--- config.mk ---
export PLATFORM = sky130hd
export DESIGN_NAME = rr_mux8_arbiter
export DESIGN_NICKNAME = d
export VERILOG_FILES = /design/src/rtl/rr_mux8_arbiter_pkg.sv /design/src/rtl/rr_mux8_arbiter_mux.sv /design/src/rtl/rr_mux8_arbiter.sv
export SDC_FILE = /design/constraint.sdc
export NUM_CORES = 1
export LEC_CHECK = 0
export BUFFER_PORTS_ARGS = -buffer_cell sky130_fd_sc_hd__buf_2
export CAP_MARGIN = 40
export CORE_UTILIZATION = 50
export CTS_CLUSTER_DIAMETER = 40
export CTS_CLUSTER_SIZE = 12
export DETAILED_ROUTE_END_ITERATION = 10
export HOLD_SLACK_MARGIN = 0.08
export PLACE_DENSITY = 0.83
export SETUP_SLACK_MARGIN = 0.05
export SYNTH_ARGS = -nofsm -noshare
export SYNTH_HDL_FRONTEND = slang
export SYNTH_HIERARCHICAL = 1
export SYNTH_SLANG_ARGS = --single-unit
--- constraint.sdc ---
create_clock -name clk -period 4.2 [get_ports clk]
set_clock_uncertainty 0.2 [all_clocks]
set_input_delay 0 -clock clk [delete_from_list [all_inputs] [get_ports clk]]
set_output_delay 0 -clock clk [all_outputs]
set_load 0.03 [all_outputs]
--- src/rtl/rr_mux8_arbiter_pkg.sv ---
// Shared types, constants and the round-robin pick function for the 8-way
// arbiter and its data mux.
package rr_mux8_arbiter_pkg;

   localparam int NUM_REQ = 8;
   localparam int SEL_W   = 3;

   typedef enum logic {
      IDLE  = 1'b0,
      GRANT = 1'b1
   } arbState_t;

   // First set bit of reqValid, searching circularly from lastGrant+1.
   // The 3-bit index arithmetic wraps 7 -> 0 naturally. With no request
   // pending the result is lastGrant+1; callers only use it when reqValid
   // is non-zero.
   function automatic logic [SEL_W-1:0] nextRrIndex(
      input logic [NUM_REQ-1:0] reqValid,
      input logic [SEL_W-1:0]   lastGrant
   );
      logic [SEL_W-1:0] idx;
      logic [SEL_W-1:0] pick;
      logic             found;
      pick  = lastGrant + SEL_W'(1);
      found = 1'b0;
      for (int k = 1; k <= NUM_REQ; k++) begin
         idx = lastGrant + SEL_W'(k);
         if (!found && reqValid[idx]) begin
            pick  = idx;
            found = 1'b1;
         end
      end
      return pick;
   endfunction

endpackage

--- src/rtl/rr_mux8_arbiter_mux.sv ---
// DATA_W-wide 8:1 data multiplexer steered by the arbiter's registered select.
module mux8_data
   import rr_mux8_arbiter_pkg::*;
#(
   parameter int DATA_W = 8
) (
   input  logic [NUM_REQ*DATA_W-1:0] dataIn,
   input  logic [SEL_W-1:0]          selectLine,
   output logic [DATA_W-1:0]         dataOut
);

   logic [DATA_W-1:0] words [NUM_REQ];

   for (genvar i = 0; i < NUM_REQ; i++) begin : g_unpack
      assign words[i] = dataIn[i*DATA_W +: DATA_W];
   end

   assign dataOut = words[selectLine];

endmodule

--- src/rtl/rr_mux8_arbiter.sv ---
// Round-robin arbiter: grants one of eight valid/ready producers the shared
// output channel for a burst of up to MAX_BURST accepted beats.
module rr_mux8_arbiter
   import rr_mux8_arbiter_pkg::*;
#(
   parameter int DATA_W    = 8,
   parameter int MAX_BURST = 4
) (
   input  logic                      clk,
   input  logic                      rst,
   input  logic [NUM_REQ-1:0]        reqValid,
   input  logic [NUM_REQ*DATA_W-1:0] reqData,
   output logic [NUM_REQ-1:0]        reqReady,
   output logic                      outValid,
   output logic [DATA_W-1:0]         outData,
   output logic [SEL_W-1:0]          outSrc,
   input  logic                      outReady
);

   localparam logic [8:0] BURST_LIMIT = 9'(MAX_BURST);

   arbState_t        state,     stateNext;
   logic [SEL_W-1:0] sel,       selNext;
   logic [SEL_W-1:0] lastGrant, lastGrantNext;
   logic [7:0]       beatCnt,   beatCntNext;
   logic             selValid;
   logic             lastBeat;

   assign selValid = reqValid[sel];
   assign lastBeat = ({1'b0, beatCnt} + 9'd1) == BURST_LIMIT;
   assign outSrc   = sel;

   mux8_data #(
      .DATA_W(DATA_W)
   ) u_mux (
      .dataIn    (reqData),
      .selectLine(sel),
      .dataOut   (outData)
   );

   // NOTE: every output and next-state signal gets a default first, so no
   // path through the case leaves one unassigned and no latch is inferred.
   always_comb begin
      stateNext     = state;
      selNext       = sel;
      lastGrantNext = lastGrant;
      beatCntNext   = beatCnt;
      outValid      = 1'b0;
      reqReady      = '0;

      case (state)
         IDLE: begin
            if (|reqValid) begin
               stateNext   = GRANT;
               selNext     = nextRrIndex(reqValid, lastGrant);
               beatCntNext = '0;
            end
         end
         GRANT: begin
            outValid = selValid;
            reqReady = outReady ? (NUM_REQ'(1) << sel) : '0;
            if (!selValid) begin
               stateNext     = IDLE;
               lastGrantNext = sel;
            end else if (outReady) begin
               beatCntNext = beatCnt + 8'd1;
               if (lastBeat) begin
                  stateNext     = IDLE;
                  lastGrantNext = sel;
               end
            end
         end
         default: stateNext = IDLE;
      endcase

      // Nothing may be accepted while reset is being applied.
      if (rst) begin
         outValid = 1'b0;
         reqReady = '0;
      end
   end

   // NOTE: state registers use non-blocking assignments so every register
   // samples the pre-edge values of the others.
   always_ff @(posedge clk) begin
      if (rst) begin
         state     <= IDLE;
         sel       <= '0;
         lastGrant <= SEL_W'(NUM_REQ - 1);
         beatCnt   <= '0;
      end else begin
         state     <= stateNext;
         sel       <= selNext;
         lastGrant <= lastGrantNext;
         beatCnt   <= beatCntNext;
      end
   end

   assert property (@(posedge clk) disable iff (rst) $onehot0(reqReady));

   assert property (@(posedge clk) disable iff (rst)
      (state == GRANT && stateNext == GRANT) |=> $stable(sel));

   assert property (@(posedge clk) disable iff (rst)
      (state == IDLE) |-> (!outValid && reqReady == '0));

endmodule

==> results of run 1 <==
Yosys cell counts, types with 3 or more instances:
cell / instances / area, um2
o211ai_1: 4 / 30.0
and2_1: 5 / 31.3
mux2_2: 11 / 124
nor3_1: 3 / 15.0
nor2_1: 18 / 67.6
ha_1: 4 / 50.1
nand2_1: 16 / 60.1
buf_2: 5 / 25.0
a21oi_1: 11 / 55.1
mux4_1: 18 / 473
clkbuf_1: 6 / 22.5
mux4_2: 13 / 293
xor2_1: 4 / 35.0
nor2b_1: 5 / 31.3
o21ai_0: 11 / 55.1
dfxtp_1: 15 / 300
and3_1: 3 / 18.8
nand2b_1: 3 / 18.8
mux2i_1: 14 / 140
a31oi_1: 3 / 18.8
nand3_1: 3 / 15.0
or3b_2: 3 / 26.3
inv_1: 5 / 18.8
or3_1: 4 / 25.0
metrics by stage:
stage / power, mW / setup slack [ns]
final: 1.45 / 1.00
after global routing: 1.54 / 0.699
after CTS: 1.44 / 1.04
after detailed placement: 1.31 / 1.07
after global placement: 1.30 / 1.15
after floorplan: 1.11 / 1.15
final timing paths:
check / from / to / cells after the start / slack (ns)
hold reg to reg: beatCnt[7] / beatCnt[7] / 2 / 0.30
hold / removal: beatCnt[7] / beatCnt[7] / 2 / 0.30
setup / recovery: lastGrant[1] / outSrc[2] / 9 / 1.00
setup reg to reg: lastGrant[1] / outSrc[2] / 9 / 1.00
power groups by stage:
stage / Combinational, mW / Clock, mW / Sequential, mW
2_1_floorplan: 0.911 / 0 / 0.203
3_3_place_gp: 1.09 / 0 / 0.210
3_5_place_dp: 1.10 / 0 / 0.210
4_1_cts: 1.11 / 0.122 / 0.207
5_1_grt: 1.20 / 0.131 / 0.213
6_report: 1.12 / 0.121 / 0.208
cell families after synthesis:
kind of cell	count (synthesis)
AO/OA/AOI/OAI	49
AND/OR/NAND/NOR	74
XOR/XNOR	6
adder cells (fa/ha/maj)	4
multiplexers	57
flip-flops	15
buffers and inverters	22
layer usage:
layer	share of wire, %	GRT usage [%]	up-vias
met1	40	32.2	1128
met2	52	49.3	124
met3	7.6	4.76	4
met4	1.2	4.67	0
li1	-	-	1100
met5	0	0	-
layout make-up:
| cell class | instances | share of cell area (%) |
|---|---|---|
| antenna | 1 | 0.0872 |
| clock buffer | 3 | 1.44 |
| clock inverter | 1 | 0.174 |
| inverter | 6 | 0.785 |
| multi-input combinational | 190 | 65.6 |
| sequential | 15 | 10.5 |
| tap | 52 | 2.27 |
| timing repair buffer | 103 | 19.2 |
worst reg2reg max path: stages, from the launching register on:
cell,delay [ns]
dfxtp_1,0.31
buf_4,0.22
inv_1,0.11
ha_1,0.61
mux4_2,0.44
mux2i_1,0.33
nand4_2,0.24
o31ai_2,0.34
a21oi_1,0.09
a211oi_2,0.21
flip-flops by register name, summed over array words and instances, names as in the netlist:
register and count:
state 1, outSrc 3, beatCnt 8, lastGrant 3
==> impl_metrics.env, run 1 <==
export IMPL_path_class="reg2reg"
export IMPL_grt_first_pass_wirelength_um=10500
export IMPL_cts_sinks=15
export IMPL_p_sw_share_pct=48.4
export IMPL_yosysSeqAreaShare_pct=13.0
export IMPL_slowest_delay_ns=0.61
export IMPL_grt_overflow_total=0
export IMPL_cp_max_fo=14
export IMPL_yosys_area_share_adder_pct=2.17
export IMPL_holdBufCountCts=5
export IMPL_p_leak_nw=1.26
export IMPL_synth_avg_cell_area_um2=10.1
export IMPL_rsz0062_at_grt="no"
export IMPL_peakVddDrop_v=0.000404
export IMPL_nFillCells=356
export IMPL_design_die_area_um2=4880
export IMPL_holdCritPathClass="reg2reg"
export IMPL_outcome="completed"
export IMPL_intPower_mw=0.747
export IMPL_antenna_found_initial=1
export IMPL_clock_latency_ns=0.25
export IMPL_clockRootBuffer="clkbuf_8"
export IMPL_postLayoutCellArea_um2=2870
export IMPL_yosysWarningCount=6
export IMPL_critical_path_top_delay_family="multiplexers"
export IMPL_wire_per_inst_um=17.7
export IMPL_pwr_share_seq_pct=14.4
export IMPL_layout_common_cells="94 x buf_2, 18 x nor2_1, 18 x mux4_1"
export IMPL_pwr_share_comb_pct=77.3
export IMPL_cts_htree_levels=1
export IMPL_end_kind="flip-flop"
export IMPL_syn_instance_count=227
export IMPL_core_um2=4380
export IMPL_path_cells="buf_4, inv_1, ha_1, mux4_2, mux2i_1, nand4_2, o31ai_2, a21oi_1, a211oi_2"
export IMPL_clkTransAtPathRegs_ns=0.06
export IMPL_critPathSlowestCell="ha_1"
export IMPL_route_detailed_drc=0
export IMPL_dp_cells=361
export IMPL_fin_nets=398
export IMPL_ioPinCount=95
export IMPL_post_cts_setup_buffer_count=0
export IMPL_clkPwrFrac_pct=8.3
export IMPL_gr_usage_all_layers_pct=26.5
export IMPL_die_x_um=69.9
export IMPL_switchingPower_mw=0.700
export IMPL_fin_crit_ns=3.20
export IMPL_drt_initial_drc_count=126
export IMPL_dp_hpwl_um=5020
export IMPL_layout_commonest_cell="buf_2"
export IMPL_synth_compound_gate_area_share_pct=14.9
export IMPL_cts_buffer_depth=2
export IMPL_final_setup_viol_count=0
export IMPL_placed_cell_area_um2=2770
export IMPL_numCtsBuffers=3
export IMPL_final_core_util_pct=65.5
export IMPL_hold_viol=0
export IMPL_synth_xor_area_share_pct=2.28
export IMPL_synthArstFlopShare_pct=0
export IMPL_fmax_mhz=313
export IMPL_synthSimpleGateAreaFrac_pct=17.0
export IMPL_synth_area_um2=2300
export IMPL_drtPass1Iterations=4
export IMPL_critPathLaunchType="flip-flop"
export IMPL_grt_pass1_vias=2278
export IMPL_worstPathRequired_ns=4.18
export IMPL_routed_via_density=6.35
export IMPL_ys_ff_latch=15
export IMPL_critPathBufInv=2
export IMPL_max_cap_viol_count=0
export IMPL_synth_edf_count=0
export IMPL_synth_flop_cell="dfxtp_1"
export IMPL_ant_nets=0
export IMPL_max_slew_margin_pct=45.0
export IMPL_port_buffer_count=94
export IMPL_stdcell_count=371
export IMPL_synthMuxAreaShare_pct=45.4
export IMPL_cts_tree="yes"
export IMPL_place_congestion=0.951
export IMPL_synth_cell_types=54
export IMPL_drive_above_1_share_pct=42.8
export IMPL_timing_worst_slew_pin_value_ns=0.824
export IMPL_hold_slack_ns=0.299
export IMPL_worst_endpoint_arrival_ns=3.17
export IMPL_final_max_slew_viol_count=0
export IMPL_wl_um=6560
export IMPL_cts_resized=0
export IMPL_period_share_pct=76.1
export IMPL_multi_input_area_um2=1880
export IMPL_num_vias=2356
export IMPL_power_density_nw_per_um2=504
export IMPL_fin_tns_setup_ns=0
export IMPL_num_rows=24
export IMPL_die_h_um=69.9
export IMPL_syn2layout_area_growth_pct=24.6
export IMPL_start_util_pct=52.5
export IMPL_register_area_um2=300
export IMPL_synth_fp_nets=306
export IMPL_grt_max_degree=25
export IMPL_synth_top_family_by_area="multiplexers"
Note: power is estimated with default switching activity, not from simulation.
==> inputs of run 2 (changes only) <==
clock period = 3.2 ns   (was 4.2 ns; I/O delays follow)
==> impl_metrics.env, run 2 (same netlist as run 1, synthesis figures left out) <==
export IMPL_numCtsBuffers=3
export IMPL_slowest_delay_ns=0.53
export IMPL_num_rows=24
export IMPL_drt_initial_drc_count=117
export IMPL_path_cells="inv_2, ha_1, buf_4, mux2i_1, mux4_2, and4_1, o21a_1, a211oi_1, o32ai_1"
export IMPL_critPathLaunchType="flip-flop"
export IMPL_core_um2=4380
export IMPL_drtPass1Iterations=4
export IMPL_design_die_area_um2=4880
export IMPL_clkTransAtPathRegs_ns=0.07
export IMPL_hold_viol=0
export IMPL_start_util_pct=52.5
export IMPL_cts_sinks=15
export IMPL_die_h_um=69.9
export IMPL_period_share_pct=86.9
export IMPL_antenna_found_initial=0
export IMPL_gr_usage_all_layers_pct=27.4
export IMPL_cp_max_fo=11
export IMPL_ioPinCount=95
export IMPL_rsz0062_at_grt="no"
export IMPL_syn2layout_area_growth_pct=25.8
export IMPL_num_vias=2392
export IMPL_grt_overflow_total=0
export IMPL_cts_buffer_depth=2
export IMPL_fin_tns_setup_ns=0
export IMPL_critPathSlowestCell="mux4_2"
export IMPL_postLayoutCellArea_um2=2900
export IMPL_placed_cell_area_um2=2800
export IMPL_grt_pass1_vias=2315
export IMPL_fin_crit_ns=2.78
export IMPL_post_cts_setup_buffer_count=0
export IMPL_end_kind="flip-flop"
export IMPL_max_slew_margin_pct=47.9
export IMPL_regMostFlops="beatCnt"
export IMPL_holdCritPathClass="reg2reg"
export IMPL_n_antenna_cell=0
export IMPL_drive_above_1_share_pct=43.5
export IMPL_final_max_slew_viol_count=0
export IMPL_layout_commonest_cell="buf_2"
export IMPL_cts_htree_levels=1
export IMPL_die_x_um=69.9
export IMPL_max_cap_viol_count=0
export IMPL_wl_um=6850
export IMPL_clockRootBuffer="clkbuf_8"
export IMPL_path_class="reg2reg"
export IMPL_routed_via_density=6.40
export IMPL_worstPathRequired_ns=3.12
export IMPL_cts_tree="yes"
export IMPL_clock_latency_ns=0.26
export IMPL_wire_per_inst_um=18.3
export IMPL_grt_max_degree=24
export IMPL_port_buffer_count=94
export IMPL_timing_worst_slew_pin_value_ns=0.781
export IMPL_power_mw=1.96
export IMPL_place_congestion=0.921
export IMPL_grt_first_pass_wirelength_um=10900
export IMPL_power_density_nw_per_um2=676
export IMPL_layout_common_cells="94 x buf_2, 18 x nor2_1, 18 x mux4_1"
export IMPL_outcome="completed"
export IMPL_worst_endpoint_arrival_ns=2.70
export IMPL_dp_hpwl_um=5230
export IMPL_fmax_mhz=360
export IMPL_route_detailed_drc=0
export IMPL_p_leak_nw=1.28
export IMPL_fin_nets=402
export IMPL_final_setup_viol_count=0
export IMPL_peakVddDrop_v=0.000354
export IMPL_ant_nets=0
export IMPL_largest_reg_flops=8
run 2: cell count changes in the layout (fill, tap and decap cells not counted), sizes merged:
| cell | change |
|---|---|
| buf | +4 |
| diode | -1 |
run 2: timing repair:
item                      in CTS  in global routing
gates resized for setup        0                  0
hold buffers                   5                  0
hold endpoints to repair      14                  0
run 2: critical path: cells and delay by family (launching register included):
kind / cells / cell delay, ns
flops: 1 / 0.37
simple gates: 1 / 0.25
compound gates: 3 / 0.48
fa+ha+maj: 1 / 0.35
mux: 2 / 0.67
buf+inv: 2 / 0.31
run 2: through the flow:
step           hold slack (ns)  utilization [%]  cells  setup WS, ns
2_1_floorplan          -0.0855                -    227         0.154
3_3_place_gp             0.152             63.9    365         0.548
3_5_place_dp             0.170             63.9    365         0.488
4_1_cts                  0.304             66.1    374         0.468
5_1_grt                  0.326             66.1    374         0.237
6_report                 0.301             66.1    374         0.419
run 2: worst paths after layout:
check	cells past startpoint	slack (ns)	to	start
max	9	0.42	outSrc[1]	lastGrant[0]
min	2	0.30	beatCnt[7]	beatCnt[7]
max reg2reg	9	0.42	outSrc[1]	lastGrant[0]
min reg2reg	2	0.30	beatCnt[7]	beatCnt[7]
run 2: layout make-up:
class | count | area (um2)
Clock buffer | 3 | 41.3
Clock inverter | 1 | 5.00
Fill cell | 360 | 1490
Inverter | 6 | 22.5
Multi-Input combinational cell | 190 | 1880
Sequential cell | 15 | 300
Tap cell | 52 | 65.1
Timing Repair Buffer | 107 | 581
run 2: metal layers:
metal | global-route usage (%) | part of all wire, % | wire length (um)
met5 | 0 | 0 | 0
met4 | 7.78 | 1.7 | 114
met3 | 5.19 | 9.2 | 633
met2 | 49.3 | 51 | 3470
met1 | 33.2 | 38 | 2630
run 2: power by group:
group / internal [mW] / switching (mW)
Clock: 0.0866 / 0.0804
Combinational: 0.702 / 0.835
Sequential: 0.216 / 0.0377
